===== config.mk =====
export PLATFORM = sky130hd
export DESIGN_NAME = instruction_prefetch_unit_flat
export DESIGN_NICKNAME = d
export VERILOG_FILES = /design/src/rtl/instruction_prefetch_unit_if.sv /design/src/rtl/instruction_prefetch_unit.sv /design/src/flat_wrapper.sv
export SDC_FILE = /design/constraint.sdc
export NUM_CORES = 1
export LEC_CHECK = 0
export CORE_UTILIZATION = 54
export CTS_BUF_LIST = sky130_fd_sc_hd__clkbuf_4 sky130_fd_sc_hd__clkbuf_8 sky130_fd_sc_hd__clkbuf_16
export DETAILED_ROUTE_END_ITERATION = 10
export PLACE_DENSITY_LB_ADDON = 0.12
export SYNTH_ARGS = -nofsm -noshare
export SYNTH_HDL_FRONTEND = slang
export SYNTH_SLANG_ARGS = --single-unit

===== constraint.sdc =====
create_clock -name clk -period 3.37 [get_ports clk]
set_input_delay 0.8425 -clock clk [delete_from_list [all_inputs] [get_ports clk]]
set_output_delay 0.8425 -clock clk [all_outputs]
set_load 0.1 [all_outputs]

===== src/rtl/instruction_prefetch_unit_if.sv =====
// Bus and decode-side signal bundle for the instruction prefetch unit.
// master = prefetch unit side, slave = memory controller / decode / testbench side.
interface instruction_prefetch_unit_if #(
    parameter int ADDR_WIDTH = 32
);
    logic [ADDR_WIDTH-1:0] addr;
    logic [1:0]            size;
    logic [1:0]            prot;
    logic [1:0]            trans;
    logic                  write;
    logic [31:0]           rdata;
    logic                  abort;
    logic                  flush;
    logic [ADDR_WIDTH-1:0] flush_addr;
    logic [31:0]           instr;
    logic [ADDR_WIDTH-1:0] instr_addr;
    logic                  instr_valid;
    logic                  instr_abort;
    logic                  instr_ready;

    modport master (
        output addr, size, prot, trans, write,
        input  rdata, abort, flush, flush_addr,
        output instr, instr_addr, instr_valid, instr_abort,
        input  instr_ready
    );

    modport slave (
        input  addr, size, prot, trans, write,
        output rdata, abort, flush, flush_addr,
        input  instr, instr_addr, instr_valid, instr_abort,
        output instr_ready
    );
endinterface


===== src/rtl/instruction_prefetch_unit.sv =====
// Sequential opcode fetcher feeding a DEPTH-entry instruction FIFO; flush redirects the stream.
// Optional PREFETCH_ABORT_EN: aborted fetches are queued flagged and the unit halts until flush.
module instruction_prefetch_unit #(
    parameter int                    DEPTH        = 4,
    parameter int                    ADDR_WIDTH   = 32,
    parameter logic [ADDR_WIDTH-1:0] RESET_VECTOR = '0
) (
    input logic                        clk,
    input logic                        reset,
    instruction_prefetch_unit_if.master bus
);
    localparam int PW = $clog2(DEPTH);
    localparam int CW = PW + 2;
    localparam logic [1:0] T_IDLE   = 2'b00;
    localparam logic [1:0] T_NONSEQ = 2'b10;
    localparam logic [1:0] T_SEQ    = 2'b11;
    localparam logic [ADDR_WIDTH-1:0] ADDR_TOP = {{(ADDR_WIDTH-2){1'b1}}, 2'b00};

`ifdef PREFETCH_ABORT_EN
    typedef enum logic [1:0] {S_FETCH, S_STALL, S_HALT} state_t;
`else
    typedef enum logic [1:0] {S_FETCH, S_STALL} state_t;
`endif

    state_t                state_q;
    logic [1:0]            trans_q;
    logic [ADDR_WIDTH-1:0] addr_q;
    logic                  resp_vld_q;
    logic [ADDR_WIDTH-1:0] resp_addr_q;
    logic [PW-1:0]         wptr_q, rptr_q;
    logic [PW:0]           count_q;

    logic [31:0]           data_mem [DEPTH];
    logic [ADDR_WIDTH-1:0] addr_mem [DEPTH];

    logic                  fetching, instr_valid, enq, deq, abort_enq, slot_ok, seq_ok;
    logic [CW-1:0]         occ_d;
    logic [ADDR_WIDTH-1:0] addr_d;
    logic                  resp_vld_d;
    logic                  unused_ok;

    assign fetching    = (trans_q != T_IDLE);
    assign instr_valid = (count_q != '0);
    assign enq         = resp_vld_q && !bus.flush;
    assign deq         = instr_valid && bus.instr_ready && !bus.flush;

    // Entries the FIFO will hold once everything already issued has landed.
    assign occ_d   = CW'(count_q) + CW'(resp_vld_q) + CW'(fetching) - CW'(deq);
    assign slot_ok = (occ_d < CW'(DEPTH));
    assign seq_ok  = fetching && (addr_q != ADDR_TOP);
    assign addr_d  = addr_q + {{(ADDR_WIDTH-3){1'b0}}, fetching, 2'b00};

`ifdef PREFETCH_ABORT_EN
    logic abt_mem [DEPTH];
    assign abort_enq       = enq && bus.abort;
    assign bus.instr_abort = instr_valid && abt_mem[rptr_q];
    assign unused_ok       = &{1'b0, bus.flush_addr[1:0]};
    always_ff @(posedge clk) begin
        if (enq && !reset) abt_mem[wptr_q] <= bus.abort;
    end
`else
    assign abort_enq       = 1'b0;
    assign bus.instr_abort = 1'b0;
    assign unused_ok       = &{1'b0, bus.abort, bus.flush_addr[1:0], state_q};
`endif

    // A fetch shown in a flush or abort cycle returns next cycle and is dropped.
    assign resp_vld_d = fetching && !bus.flush && !abort_enq;

    always_ff @(posedge clk) begin
        if (reset) begin
            state_q <= S_FETCH;
            trans_q <= T_IDLE;
            addr_q  <= RESET_VECTOR;
        end else if (bus.flush) begin
            state_q <= S_FETCH;
            trans_q <= T_NONSEQ;
            addr_q  <= {bus.flush_addr[ADDR_WIDTH-1:2], 2'b00};
        end else begin
            addr_q  <= addr_d;
            trans_q <= T_IDLE;
`ifdef PREFETCH_ABORT_EN
            if (state_q == S_HALT || abort_enq) state_q <= S_HALT;
            else
`endif
            if (slot_ok) begin
                state_q <= S_FETCH;
                trans_q <= seq_ok ? T_SEQ : T_NONSEQ;
            end else begin
                state_q <= S_STALL;
            end
        end
    end

    always_ff @(posedge clk) begin
        if (reset) begin
            resp_vld_q  <= 1'b0;
            resp_addr_q <= RESET_VECTOR;
            wptr_q      <= '0;
            rptr_q      <= '0;
            count_q     <= '0;
        end else begin
            resp_vld_q  <= resp_vld_d;
            resp_addr_q <= addr_q;
            if (bus.flush) begin
                wptr_q  <= '0;
                rptr_q  <= '0;
                count_q <= '0;
            end else begin
                if (enq) wptr_q <= wptr_q + PW'(1);
                if (deq) rptr_q <= rptr_q + PW'(1);
                count_q <= count_q + (PW+1)'(enq) - (PW+1)'(deq);
            end
        end
    end

    always_ff @(posedge clk) begin
        if (enq && !reset) begin
            data_mem[wptr_q] <= bus.rdata;
            addr_mem[wptr_q] <= resp_addr_q;
        end
    end

    assign bus.addr        = addr_q;
    assign bus.trans       = trans_q;
    assign bus.size        = 2'b10;
    assign bus.prot        = 2'b00;
    assign bus.write       = 1'b0;
    assign bus.instr_valid = instr_valid;
    assign bus.instr       = data_mem[rptr_q];
    assign bus.instr_addr  = addr_mem[rptr_q];
endmodule


===== src/flat_wrapper.sv =====
// flat-port wrapper written by rule: the top's interface ports become plain ports
module instruction_prefetch_unit_flat 
#(
    parameter int                    DEPTH        = 4,
    parameter int                    ADDR_WIDTH   = 32,
    parameter logic [ADDR_WIDTH-1:0] RESET_VECTOR = '0
)
  (clk, reset, bus_addr, bus_size, bus_prot, bus_trans, bus_write, bus_rdata, bus_abort, bus_flush, bus_flush_addr, bus_instr, bus_instr_addr, bus_instr_valid, bus_instr_abort, bus_instr_ready);
  instruction_prefetch_unit_if #(.ADDR_WIDTH(ADDR_WIDTH)) bus_i ();
  input logic clk;
  input logic reset;
  output wire logic [$bits(bus_i.addr)-1:0] bus_addr;
  output wire logic [$bits(bus_i.size)-1:0] bus_size;
  output wire logic [$bits(bus_i.prot)-1:0] bus_prot;
  output wire logic [$bits(bus_i.trans)-1:0] bus_trans;
  output wire logic [$bits(bus_i.write)-1:0] bus_write;
  input wire logic [$bits(bus_i.rdata)-1:0] bus_rdata;
  input wire logic [$bits(bus_i.abort)-1:0] bus_abort;
  input wire logic [$bits(bus_i.flush)-1:0] bus_flush;
  input wire logic [$bits(bus_i.flush_addr)-1:0] bus_flush_addr;
  output wire logic [$bits(bus_i.instr)-1:0] bus_instr;
  output wire logic [$bits(bus_i.instr_addr)-1:0] bus_instr_addr;
  output wire logic [$bits(bus_i.instr_valid)-1:0] bus_instr_valid;
  output wire logic [$bits(bus_i.instr_abort)-1:0] bus_instr_abort;
  input wire logic [$bits(bus_i.instr_ready)-1:0] bus_instr_ready;
  assign bus_addr = bus_i.addr;
  assign bus_size = bus_i.size;
  assign bus_prot = bus_i.prot;
  assign bus_trans = bus_i.trans;
  assign bus_write = bus_i.write;
  assign bus_i.rdata = bus_rdata;
  assign bus_i.abort = bus_abort;
  assign bus_i.flush = bus_flush;
  assign bus_i.flush_addr = bus_flush_addr;
  assign bus_instr = bus_i.instr;
  assign bus_instr_addr = bus_i.instr_addr;
  assign bus_instr_valid = bus_i.instr_valid;
  assign bus_instr_abort = bus_i.instr_abort;
  assign bus_i.instr_ready = bus_instr_ready;
  instruction_prefetch_unit #(.DEPTH(DEPTH), .ADDR_WIDTH(ADDR_WIDTH), .RESET_VECTOR(RESET_VECTOR)) u_core (.clk(clk), .reset(reset), .bus(bus_i));
endmodule

==> run metrics, run 1 <==
PortBufs=160; post-route clock skew=0.0205 ns; number of failing setup endpoints in the final timing report=0; total power=8.70 mW; Leakage=5.52 nW; Placement Setup Slack=0.168 ns; starting density of the core=55.6%; Root Driver=sky130_fd_sc_hd__clkbuf_16; synth unique cells=41; violated checks=design-rule violations; Max-slew headroom=51.1%; Commonest cells post-synth=sky130_fd_sc_hd__edfxtp_1, sky130_fd_sc_hd__dfxtp_1, sky130_fd_sc_hd__mux4_2; number of nets still failing antenna checks after routing=0; largest net degree at the start of global routing=63; die boundary width=153 um; hold-fix buffer count after cts=0; insertion delay to the later sink of the worst-skew pair=0.50 ns; endpoint kind of the worst setup timing path=output pin; average wire per cell in the routed design=19.8 um; reported max-cap violation count=0; Max VDD drop=0.305 mV; Min Clock Period, post-route=3.10 ns; I/O pin cnt=174; Primary FF master, synth=sky130_fd_sc_hd__edfxtp_1; Clock transition at path regs=0.06 ns; Multi-input gate area=3080 um^2; largest cells by area after synthesis=sky130_fd_sc_hd__edfxtp_1, sky130_fd_sc_hd__dfxtp_1, sky130_fd_sc_hd__mux4_2; per-cell via count in the routed design=5.57; Hold Path Origin=u_core.resp_addr_q[25]; count of antenna diodes in the layout=0; area share of the largest cell type after synthesis=60.8%; count of flip-flops with a built-in enable after synthesis=248; worst-case setup margin in the final layout=0.269 ns; largest fanout on the critical path=25; initial antenna violation count=0; Num CTS Buffers=34; arrival time worst endpoint=2.26 ns; share of async-settable or async-resettable flops after synthesis=0%; Hold Crit Class=reg2reg; floorplan die area=23300 um^2; # DRC=7; Final Max Slew Viols=0; vias in the first global route=6893; number of cells on the worst hold path=0; Post-Route WL=23100 um; Ys Warns=0; Fillers=1405; drt first-iter violations=312; total routing usage reported by global routing=20.5%; wire length of the first global-routing pass=36700 um; # Post-CTS Setup Buffers=0; vias=6469; sequential element share of the synthesized area=72.6%; element type at the critical path start=flop; clk sink count=320; RSZ-0062 raised after global routing=false; power density over cell area=559 nW/um^2; library cell with the highest instance count after synthesis=sky130_fd_sc_hd__edfxtp_1; Worst-Margin Slew=0.734 ns; post-synthesis instance total=683; Post-Route Setup TNS=0 ns; flip-flop and latch count after synthesis=320; post-layout net count=940; worst endpoint required time=2.53 ns; sequential standard cell area=8900 um^2; drt pass-1 iters=11; cell accounting for the most synthesized area=sky130_fd_sc_hd__edfxtp_1; worst setup slack for register-to-register paths=0.86 ns; clock tree from TritonCTS=done; placer congestion estimate=0.850; maximum buffer depth of the clock tree=3; count of cells along the worst register-to-register path=9; FMAX=322 MHz; final hold violation count=0; share of post-route cells with drive strength above 1=28.3%; FP Rows=54; worst hold path endpoint=u_core.addr_mem[2][25]; run status=finished with violations; Tcrit/Tclk final=92.0%; total of cells resized after clock tree synthesis=0; core region area=22000 um^2; y dimension of the die=153 um; post-synthesis cell area=12200 um^2; Layout area overhead=27.1%; gr ovfl total=0; H-Tree Level Count=2; per-instance average area after synthesis=17.9 um^2; HPWL after detailed placement=14600 um; FF-to-FF Start=u_core.count_q[1]; Worst Setup Path Type=reg2out; R2R Path End=u_core.bus.trans[0]
[final cells by class]
cell class	count	share of cell area [%]
Inverter	26	0.627
Sequential cell	320	57.2
Timing Repair Buffer	174	12.8
Clock inverter	16	1.15
Multi-Input combinational cell	302	19.8
Tap cell	280	2.25
Clock buffer	44	6.22
[cells in the final DEF, fill, tap and decap left out, drive strengths merged, types with 17 or more instances in the layout]
cell           netlist  layout
mux4                62      62
inv                 26      28
a21oi               18      18
dfxtp               72      72
edfxtp             248     248
nor2b               28      28
buf                 22     111
xor2                17      17
clkbuf              21      44
clkdlybuf4s50        0      63
nor2                31      31
[stage by stage]
stage | cells | hold slack [ns] | util [%] | area [um^2]
final | 1162 | 0.472 | 70.6 | 15600
after global routing | 1162 | 0.488 | 70.6 | 15600
after CTS | 1162 | 0.473 | 70.6 | 15600
after detailed placement | 1102 | 0.458 | 65.4 | 14400
after global placement | 1102 | 0.444 | 65.4 | 14400
after floorplan | 691 | 0.438 | - | 12300
[where the power goes]
part | internal (mW) | leakage [nW] | total, mW | switching (mW)
Combinational | 0.194 | 2.06 | 0.635 | 0.442
Clock | 2.28 | 0.572 | 3.70 | 1.43
Sequential | 4.29 | 2.89 | 4.36 | 0.0678
[metal layers]
metal	global-route usage, %	wire length, um
met1	27.2	10000
met2	34.2	11300
met3	3.81	1170
met4	7.60	619
met5	0	0
[cell families after synthesis]
family,synth area share (%)
AND/OR/NAND/NOR,6.55
buffers and inverters,2.63
multiplexers,12.4
adder cells (fa/ha/maj),1.39
XOR/XNOR,2.36
flip-flops,72.6
AO/OA/AOI/OAI,2.00
other,0.0614
[sequential cells by signal, indices dropped and copies added (netlist names), named ones only]
signal and count:
u_core.data_mem 128, u_core.addr_mem 120, u_core.bus.addr 30, u_core.resp_addr_q 30, u_core.count_q 3, u_core.bus.trans 2, u_core.rptr_q 2, u_core.wptr_q 2
u_core.resp_vld_q 1
[worst max-delay path by stage]
stage                                        end  slack (ns)  depth (start not counted)
after global placement       u_core.bus.trans[0]        0.20                          9
final                              bus_instr[15]        0.27                          3
after CTS                          bus_instr[15]        0.17                          3
after global routing               bus_instr[15]        0.11                          3
after floorplan           u_core.addr_mem[0][10]        0.22                          3
after detailed placement     u_core.bus.trans[0]        0.17                          9
[worst max-delay path, cell delays in order, from the launching register on]
cell	delay (ns)
sky130_fd_sc_hd__dfxtp_4	0.67
sky130_fd_sc_hd__buf_4	0.32
sky130_fd_sc_hd__mux4_2	0.57
sky130_fd_sc_hd__buf_12	0.19
Note: power is estimated with default switching activity, not from simulation.
==> run 2: changes to the inputs <==
--- a/config.mk
+++ b/config.mk
@@ -9,6 +9,7 @@
 export CTS_BUF_LIST = sky130_fd_sc_hd__clkbuf_4 sky130_fd_sc_hd__clkbuf_8 sky130_fd_sc_hd__clkbuf_16
 export DETAILED_ROUTE_END_ITERATION = 10
 export PLACE_DENSITY_LB_ADDON = 0.12
+export SLEW_MARGIN = 20
 export SYNTH_ARGS = -nofsm -noshare
 export SYNTH_HDL_FRONTEND = slang
 export SYNTH_SLANG_ARGS = --single-unit
==> results of run 2 <==
Final layout, timing and power as in run 1 (identical DEF).
==> run 3: changes to the inputs <==
--- a/config.mk
+++ b/config.mk
@@ -5,9 +5,10 @@
 export SDC_FILE = /design/constraint.sdc
 export NUM_CORES = 1
 export LEC_CHECK = 0
-export CORE_UTILIZATION = 54
+export CORE_UTILIZATION = 60
 export CTS_BUF_LIST = sky130_fd_sc_hd__clkbuf_4 sky130_fd_sc_hd__clkbuf_8 sky130_fd_sc_hd__clkbuf_16
 export DETAILED_ROUTE_END_ITERATION = 10
+export DONT_BUFFER_PORTS = 1
 export PLACE_DENSITY_LB_ADDON = 0.12
 export SLEW_MARGIN = 20
 export SYNTH_ARGS = -nofsm -noshare
==> run 3 against run 2 <==
Highest routed layer unchanged. Combinational power shrank 23%. Setup slack gained 0.026 ns. Maximum frequency grew 0.86%. Register-to-register slack lost 0.02 ns. Critical endpoint is now bus_instr_addr[25]. The flow now finishes without violations. Clock skew grew 0.0025 ns.
==> run metrics, run 3 (synthesis results as in run 1) <==
average wire per cell in the routed design=21.8 um (+9.9%); Layout area overhead=12.0%; clock tree from TritonCTS=done; Max-slew headroom=24.3% (-27 points); drt pass-1 iters=4 (-7); arrival time worst endpoint=2.23 ns (-0.03 ns); post-layout net count=810 (-14%); Max VDD drop=0.364 mV (+19%); worst-case setup margin in the final layout=0.295 ns (+0.0263 ns); Multi-input gate area=3080 um^2 (unchanged); share of post-route cells with drive strength above 1=23.6% (-4.7 points); Placement Setup Slack=0.605 ns (+0.436 ns); number of nets still failing antenna checks after routing=0 (unchanged); largest fanout on the critical path=31 (+24%); largest net degree at the start of global routing=64 (+1.6%); Tcrit/Tclk final=91.2% (-0.78 points); vias in the first global route=6129 (-11%); hold-fix buffer count after cts=0 (unchanged); worst setup path endpoint=bus_instr_addr[25]; post-route clock skew=0.0230 ns (+0.00254 ns); number of failing setup endpoints in the final timing report=0 (unchanged); total power=7.94 mW (-8.7%); FMAX=325 MHz (+0.86%); PortBufs=0 (-100%); insertion delay to the later sink of the worst-skew pair=0.55 ns (+0.05 ns); Worst Setup Path Type=reg2out; met1 GRT Util=29.1% (+1.9 points); run status=finished, final reports clean; floorplan die area=21000 um^2 (-9.9%); number of cells in the design after placement=960 (-13%); Crit path max-delay family=flip-flops; maximum buffer depth of the clock tree=3 (unchanged); # Post-CTS Setup Buffers=0 (unchanged); flip-flop count of the largest register after layout=128 (unchanged); element type at the critical path start=flop; final instance count without filler cells=1018 (-12%); worst endpoint required time=2.53 ns (about the same); clk sink count=320 (unchanged); registers with the highest flip-flop counts=u_core.data_mem x128, u_core.addr_mem x120; M2 GR Usage=35.0% (+0.83 points); reported max-cap violation count=0 (unchanged); final hold violation count=0 (unchanged); total routing usage reported by global routing=21.8% (+1.3 points); FP Rows=51 (-5.6%); most common cell after layout, fill and taps aside=sky130_fd_sc_hd__edfxtp_1; initial antenna violation count=0 (unchanged); Cell Chain, Critical Path=buf_4 > mux4_2; Leakage=4.69 nW (-15%); total of cells resized after clock tree synthesis=0 (unchanged); Min Clock Period, post-route=3.07 ns (-0.0263 ns); endpoint kind of the worst setup timing path=output pin; Hold Crit Class=in2reg; starting density of the core=62.1% (+6.5 points); Top reg by flops=u_core.data_mem; core region area=19700 um^2 (-10%); R2R Path End=u_core.bus.addr[22]; Final Max Slew Viols=0 (unchanged); most used cells in the layout excluding fill and tap cells=sky130_fd_sc_hd__edfxtp_1, sky130_fd_sc_hd__dfxtp_1, sky130_fd_sc_hd__mux4_2; Clock transition at path regs=0.06 ns (about the same); placer congestion estimate=0.882 (+3.8%); vias=5918 (-8.5%); global route hottest layer=met2; largest stage delay on the critical path=0.65 ns (-0.02 ns); # DRC=0 (-7); Worst-Margin Slew=1.13 ns (+0.400 ns); Max stage delay cell, worst path=sky130_fd_sc_hd__dfxtp_4; H-Tree Level Count=1 (-1); crit path buf inv count=1 (-1); sequential standard cell area=8900 um^2 (unchanged); critical path depth in cells=2 (-1); power density over cell area=579 nW/um^2 (+3.6%); y dimension of the die=145 um (-5.1%); Fillers=1268 (-9.8%); Num CTS Buffers=31 (-8.8%); Post-Route WL=22200 um (-3.7%); Final Core Density=69.5% (-1.1 points); die boundary width=145 um (-5.1%); HPWL after detailed placement=14400 um (-1.5%); gr ovfl total=0 (unchanged); worst setup slack for register-to-register paths=0.84 ns (-0.02 ns); per-cell via count in the routed design=5.81 (+4.4%); RSZ-0062 raised after global routing=false; wire length of the first global-routing pass=33900 um (-7.9%); Root Driver=sky130_fd_sc_hd__clkbuf_16; I/O pin cnt=174 (unchanged); count of antenna diodes in the layout=0 (unchanged); count of cells along the worst register-to-register path=8 (-1); FF-to-FF Start=u_core.bus.trans[1]; Post-Route Setup TNS=0 ns (unchanged); global-route track usage on met3=5.89% (+2.1 points); drt first-iter violations=350 (+12%)
-- run 3: metrics by stage --
stage | cell area (um^2) | hold slack, ns
3_5_place_dp | 12800 | 0.457
3_3_place_gp | 12800 | 0.444
4_1_cts | 13700 | 0.326
6_report | 13700 | 0.350
2_1_floorplan | 12300 | 0.438
5_1_grt | 13700 | 0.331
-- run 3: worst min-delay path by stage --
stage / end / slack, ns / depth (start not counted) / start
CTS: u_core.resp_addr_q[19] / 0.33 / 1 / reset
global route: u_core.bus.addr[14] / 0.33 / 1 / reset
detailed placement: u_core.addr_mem[1][28] / 0.46 / 0 / u_core.resp_addr_q[28]
finish: u_core.resp_addr_q[19] / 0.35 / 1 / reset
floorplan: u_core.addr_mem[0][10] / 0.44 / 0 / u_core.resp_addr_q[10]
global placement: u_core.addr_mem[2][7] / 0.44 / 0 / u_core.resp_addr_q[7]
-- run 3: worst register-to-register path, stage by stage (launching register included) --
cell and delay, ns:
sky130_fd_sc_hd__dfxtp_1 0.30, sky130_fd_sc_hd__buf_4 0.29, sky130_fd_sc_hd__or2_2 0.20, sky130_fd_sc_hd__ha_1 0.24, sky130_fd_sc_hd__ha_1 0.24, sky130_fd_sc_hd__nand3_1 0.41, sky130_fd_sc_hd__nor4_1 0.47, sky130_fd_sc_hd__xor2_1 0.12
sky130_fd_sc_hd__o21a_1 0.18
-- run 3: final cells by class --
type / instances / area share, %
inverter: 26 / 0.712
timing repair buffer: 47 / 2.76
multi-input combinational: 302 / 22.5
clock buffer: 38 / 6.04
tap: 265 / 2.42
clock inverter: 20 / 0.712
sequential: 320 / 64.9
-- run 3: metal layers --
metal  wire length [um]  vias up
met3               1800       45
met1               9250     2972
met4                558        0
li1                   -     2695
met5                  0        -
met2              10600      206
-- run 3: power breakdown --
part | leakage (nW) | internal (mW) | total (mW) | switching (mW)
logic | 1.34 | 0.0972 | 0.488 | 0.391
registers | 2.89 | 4.30 | 4.35 | 0.0589
clock network | 0.465 | 1.74 | 3.10 | 1.36
total | 4.69 | 6.13 | 7.94 | 1.81
